## src/rtl/approx_chk_pkg.sv

```systemverilog
// approx_chk_pkg: shared types, constants and width helpers for the
// approximate-vs-exact response checker.
//   - chk_state_e : sweep FSM states
//   - MISR_POLY / MISR_SEED and misr_step() : response signature (used only
//     when SIG_MISR_EN is defined)
//   - err_cnt_w / popcnt_w / hd_sum_w : accumulator widths sized so they can
//     never overflow over a full sweep
package approx_chk_pkg;

  typedef enum logic [1:0] {
    ST_IDLE   = 2'd0,
    ST_HOLD   = 2'd1,
    ST_SAMPLE = 2'd2,
    ST_DONE   = 2'd3
  } chk_state_e;

  localparam logic [31:0] MISR_POLY = 32'h04C1_1DB7;
  localparam logic [31:0] MISR_SEED = 32'hFFFF_FFFF;

  // err_cnt can reach 2^in_w, so it needs one extra bit.
  function automatic int err_cnt_w(input int in_w);
    return in_w + 1;
  endfunction

  function automatic int popcnt_w(input int out_w);
    return $clog2(out_w + 1);
  endfunction

  // hd_sum can reach 2^in_w * out_w.
  function automatic int hd_sum_w(input int in_w, input int out_w);
    return in_w + $clog2(out_w + 1);
  endfunction

  // One MISR step: Galois-style shift with feedback, then fold in the data.
  function automatic logic [31:0] misr_step(input logic [31:0] s, input logic [31:0] d);
    return {s[30:0], 1'b0} ^ (s[31] ? MISR_POLY : 32'h0) ^ d;
  endfunction

endpackage

```

## src/rtl/approx_response_checker_metric.sv

```systemverilog
// approx_err_metric: purely combinational per-vector error metrics.
//   approx, exact : DUT output pair
//   mismatch      : approx != exact
//   popcnt        : popcount(approx ^ exact) (Hamming distance)
//   abs_diff      : unsigned |approx - exact|
module approx_err_metric
  import approx_chk_pkg::*;
#(
  parameter int OUT_W = 4
) (
  input  logic [OUT_W-1:0]              approx,
  input  logic [OUT_W-1:0]              exact,
  output logic                          mismatch,
  output logic [popcnt_w(OUT_W)-1:0]    popcnt,
  output logic [OUT_W-1:0]              abs_diff
);

  localparam int PC_W = popcnt_w(OUT_W);

  logic [OUT_W-1:0] diff_bits;

  assign diff_bits = approx ^ exact;
  assign mismatch  = |diff_bits;
  assign abs_diff  = (approx >= exact) ? (approx - exact) : (exact - approx);

  always_comb begin
    popcnt = '0;
    for (int i = 0; i < OUT_W; i++) popcnt = popcnt + PC_W'(diff_bits[i]);
  end

endmodule

```

## config.mk

```make
export PLATFORM = sky130hd
export DESIGN_NAME = approx_err_metric
export DESIGN_NICKNAME = d
export VERILOG_FILES = /design/src/rtl/approx_chk_pkg.sv /design/src/rtl/approx_response_checker_metric.sv
export SDC_FILE = /design/constraint.sdc
export NUM_CORES = 1
export LEC_CHECK = 0
export BUFFER_PORTS_ARGS = -buffer_cell sky130_fd_sc_hd__buf_4
export CAP_MARGIN = 30
export CORE_AREA = 3 3 40 42
export DETAILED_ROUTE_END_ITERATION = 8
export DIE_AREA = 0 0 43 45
export GPL_TIMING_DRIVEN = 0
export PLACE_DENSITY_LB_ADDON = 0.15
export SETUP_SLACK_MARGIN = 0.3
export SLEW_MARGIN = 40
export SYNTH_ARGS = -nofsm -noshare
export SYNTH_HDL_FRONTEND = slang
export SYNTH_SLANG_ARGS = --single-unit
```

## constraint.sdc

```tcl
create_clock -name vclk -period 1.6
set_input_delay 0.08 -clock vclk [all_inputs]
set_output_delay 0.08 -clock vclk [all_outputs]
set_load 0.05 [all_outputs]
```

Word-level counts from Yosys, hierarchy flattened
Cells that the tools add are included.
{"block": "totals", "regBits": 0, "latch_bits": 0, "mem_bits_rw": 0, "romBits": 0, "in_bits": 8, "out_inout_bits": 8, "elab_cells": 9, "n_memories": 0}
{"block": "op_classes", "addsub": 5, "multipliers": 0, "n_div": 0, "order_cmp": 1, "n_eq_ne": 0, "shift": 0, "muxes": 1, "n_bitwise": 1, "reduce_logical": 1}
{"operator": "$sub 4x4->4", "count": 2}
{"operator": "$ge 4x4->1", "count": 1}
{"operator": "$mux 4", "count": 1}
{"operator": "$reduce_or 4->1", "count": 1}
{"operator": "$xor 4x4->4", "count": 1}
{"operator": "$add 2x1->3", "count": 1}
{"operator": "$add 3x1->3", "count": 1}
{"operator": "$add 1x1->2", "count": 1}

Logic depth before layout (Yosys ltp)
{"block": "logic_depth", "ltp_word": 4, "mapped_depth": 7, "mapped_depth_nobuf": 7}

Worst setup path after synthesis
OpenSTA, ideal clock, no wires.
{"block": "synth_timing", "path_kind": "input -> output", "start": "input approx[0]", "end": "output popcnt[1]", "arrival_ns": 1.997, "required_time_ns": 1.520, "slack_ns": -0.477, "path_stages": 6, "path_buffers": 0, "path_cell_list": "inv_1 ha_1 inv_1 fa_1 ha_1 ha_1"}
{"block": "synth_via", "elab_chain_cells": 4}
{"item": "start, declared", "line_no": "approx_response_checker_metric.sv:11", "text": "input logic [OUT_W-1:0] approx,"}
{"item": "$xor 4x4->4", "line_no": "approx_response_checker_metric.sv:22", "text": "assign diff_bits = approx ^ exact;"}
{"item": "$add 1x1->2", "line_no": "approx_response_checker_metric.sv:28", "text": "for (int i = 0; i < OUT_W; i++) popcnt = popcnt + PC_W'(diff_bits[i]);"}
{"item": "$add 2x1->3", "line_no": "approx_response_checker_metric.sv:28"}
{"item": "$add 3x1->3", "line_no": "approx_response_checker_metric.sv:28"}
{"item": "end, declared", "line_no": "approx_response_checker_metric.sv:14", "text": "output logic [popcnt_w(OUT_W)-1:0] popcnt,"}
Every way passes these cells.

Worst setup path after layout
Same ends and word-level chain as after synthesis.

==> summary.md <==
### Die
- die area: 1935 sq um
- die extent in y: 45 microns
- Chip Width: 43 microns
- effective utilization at floorplan: 0.3096
- number of top-level pins: 16
- # rows: 13
- Placeable Area: 1285 sq um

### Route
- Post-Route WL: 981 microns
- number of DRC markers after the initial detailed-route iteration: 0
- DRC violation count after routing: 0
- Via Count: 429
- number of iterations in the first detailed-routing pass: 1
- WL/cell: 10.90 microns
- post-detailed-route count of antenna-violating nets: 0
- drt via density: 4.767

### Global route
- overall global routing resource usage: 0.1177
- gr ovfl total: 0
- initial antenna violation count: 0
- pin count of the biggest net entering global routing: 9
- first-pass GRT wire length: 1828 microns
- vias in the first global route: 447

### Setup path
- data required time of the critical path: 1.52 ns
- data arrival time of the worst path: 1.58 ns
- CP max FO: 2
- kind of end point of the critical path: primary output
- critical path start-end classification: in2out
- startpoint class of the critical path: primary input
- Worst Setup SP: approx[0]

### Finish
- CLK BUF: 0
- top library cells by usage in the layout, fill and taps aside: buf_4, buf_6, buf_8, ha_4
- number of flip-flops and latches: 0
- FF+latch area: 0 sq um
- fraction of final layout cells sized beyond drive strength 1: 0.7467
- number of diodes added for antenna fixing: 0
- fin nets: 98
- fin cells: 90
- post-route standard cell area excluding fillers: 885.9 sq um
- most frequent standard cell in the layout excluding fill and tap cells: buf_4
- end-of-flow core utilization: 0.6894
- Area growth, synth to finish: 122.6%
- filler cell count in the final layout: 107

### Worst hold path
- path category of the worst min-delay check: in2out
- Hold Startpoint: exact[1]

### Timing
- measured slew at the worst slew-check pin: 0.2712 ns
- number of failing setup endpoints in the final timing report: 1
- number of hold violations in the final report: 0
- post-route fraction of the period consumed by the critical path: 1.035
- setup repair after global routing missed its margin: yes
- Min Clock Period, post-route: 1.656 ns
- Relative slew margins: 0.8180
- maximum clock frequency: 0.6039 GHz
- Max Transition Viols Final: 0
- Setup WS post-layout: -0.05587 ns

### Yosys
- unique cell type count in the Yosys netlist: 20
- Mapped Cells: 47
- Synth Area per Inst: 8.466 sq um
- cell area after synthesis: 397.9 sq um
- Syn. warnings: 0
- sequential area share after synthesis: 0
- net count of the mapped netlist: 68

### Power and ir drop
- Pint: 0.2883 mW
- total power consumption of the routed design: 0.6030 mW
- Gate power share: 1.000
- reported net switching power: 0.3147 mW
- leakage power total: 0.3944 nW
- switching portion of total power: 0.5219
- cell area power density: 680.7 nW/um^2
- Clk network pwr share: 0
- Seq pwr share: 0
- Worst VDD drop: 0.0006028 V

### Placement
- post-placement setup slack: -0.3221 ns
- number of buffers inserted by port buffering: 16
- half-perimeter wire length after detailed placement: 680.1 microns
- DP Cell Count: 78
- final weighted congestion of routability-driven global placement: 0.7250
- area after detailed placement: 615.6 sq um

### Run status
- failing checks: setup timing
- outcome: finished with violations

### Flow run
- count of maximum capacitance violations: 0

### CTS
- hold buffers post-CTS: 0

critical path, cell delays in order:
cell and delay (ns):
buf_8 0.09, inv_8 0.03, ha_4 0.26, clkinvlp_4 0.08, fa_1 0.44, ha_2 0.20, ha_4 0.26, buf_8 0.13
per-stage QoR:
step / hold WS (ns) / setup TNS, ns
2_1_floorplan: 0.4907 / -0.2695
3_3_place_gp: 0.6896 / -0.9916
6_report: 0.6991 / -0.05587
3_5_place_dp: 0.6832 / -1.040
4_1_cts: 0.6927 / -0.06607
5_1_grt: 0.7182 / -0.1969
logic make-up (layout without fill, tap and decap cells):
kind of cell	Yosys count	after routing	synth area share
adder cells (fa/ha/maj)	13	13	0.4654
AO/OA/AOI/OAI	10	10	0.1981
multiplexers	4	4	0.1006
buffers and inverters	13	41	0.1478
AND/OR/NAND/NOR	7	7	0.08807
layout make-up:
class,instances,area (sq um),share of cell area
Multi-Input combinational cell,34,489.2,0.5523
Inverter,12,66.31,0.07486
Buffer,1,15.01,0.01695
Timing Repair Buffer,28,296.5,0.3347
Tap cell,15,18.77,0.02119
synthesized netlist by cell type:
cell / instances / area share
a21oi_1: 2 / 0.025
a31oi_1: 1 / 0.016
nand3_1: 2 / 0.025
fa_1: 3 / 0.15
or2b_1: 1 / 0.019
nor2b_1: 1 / 0.016
a21oi_2: 1 / 0.022
o21bai_1: 1 / 0.019
o31a_1: 1 / 0.022
a21bo_2: 1 / 0.025
nor2_1: 2 / 0.019
inv_1: 11 / 0.10
o21ai_0: 1 / 0.013
mux2i_1: 4 / 0.10
a21boi_1: 1 / 0.019
a221oi_2: 1 / 0.038
nand2_1: 1 / 0.0094
inv_4: 1 / 0.016
buf_6: 1 / 0.028
ha_1: 10 / 0.31
per-layer routing:
metal	global-route usage	share of wire
met1	0.1432	0.41
met2	0.2455	0.54
met3	0	0.049
met4	0	0
met5	0	0
power groups by stage:
stage | Sequential [mW] | Clock, mW | Combinational, mW
4_1_cts | 0 | 0 | 0.583
3_3_place_gp | 0 | 0 | 0.437
2_1_floorplan | 0 | 0 | 0.367
3_5_place_dp | 0 | 0 | 0.440
6_report | 0 | 0 | 0.603
5_1_grt | 0 | 0 | 0.646
timing repair:
| action | CTS | global route |
|---|---|---|
| setup buffers | 9 | 3 |
| endpoints found under the setup margin | 6 | 6 |
| pin swaps | 5 | 8 |
| hold endpoints to repair | 0 | 0 |
| gates resized for setup | 39 | 5 |
path summary, 6_finish.rpt:
check / end / slack (ns) / cells past startpoint
worst max-delay path: popcnt[1] / -0.06 / 8
worst min-delay path: abs_diff[1] / 0.70 / 4
Note: power is estimated with default switching activity, not from simulation.
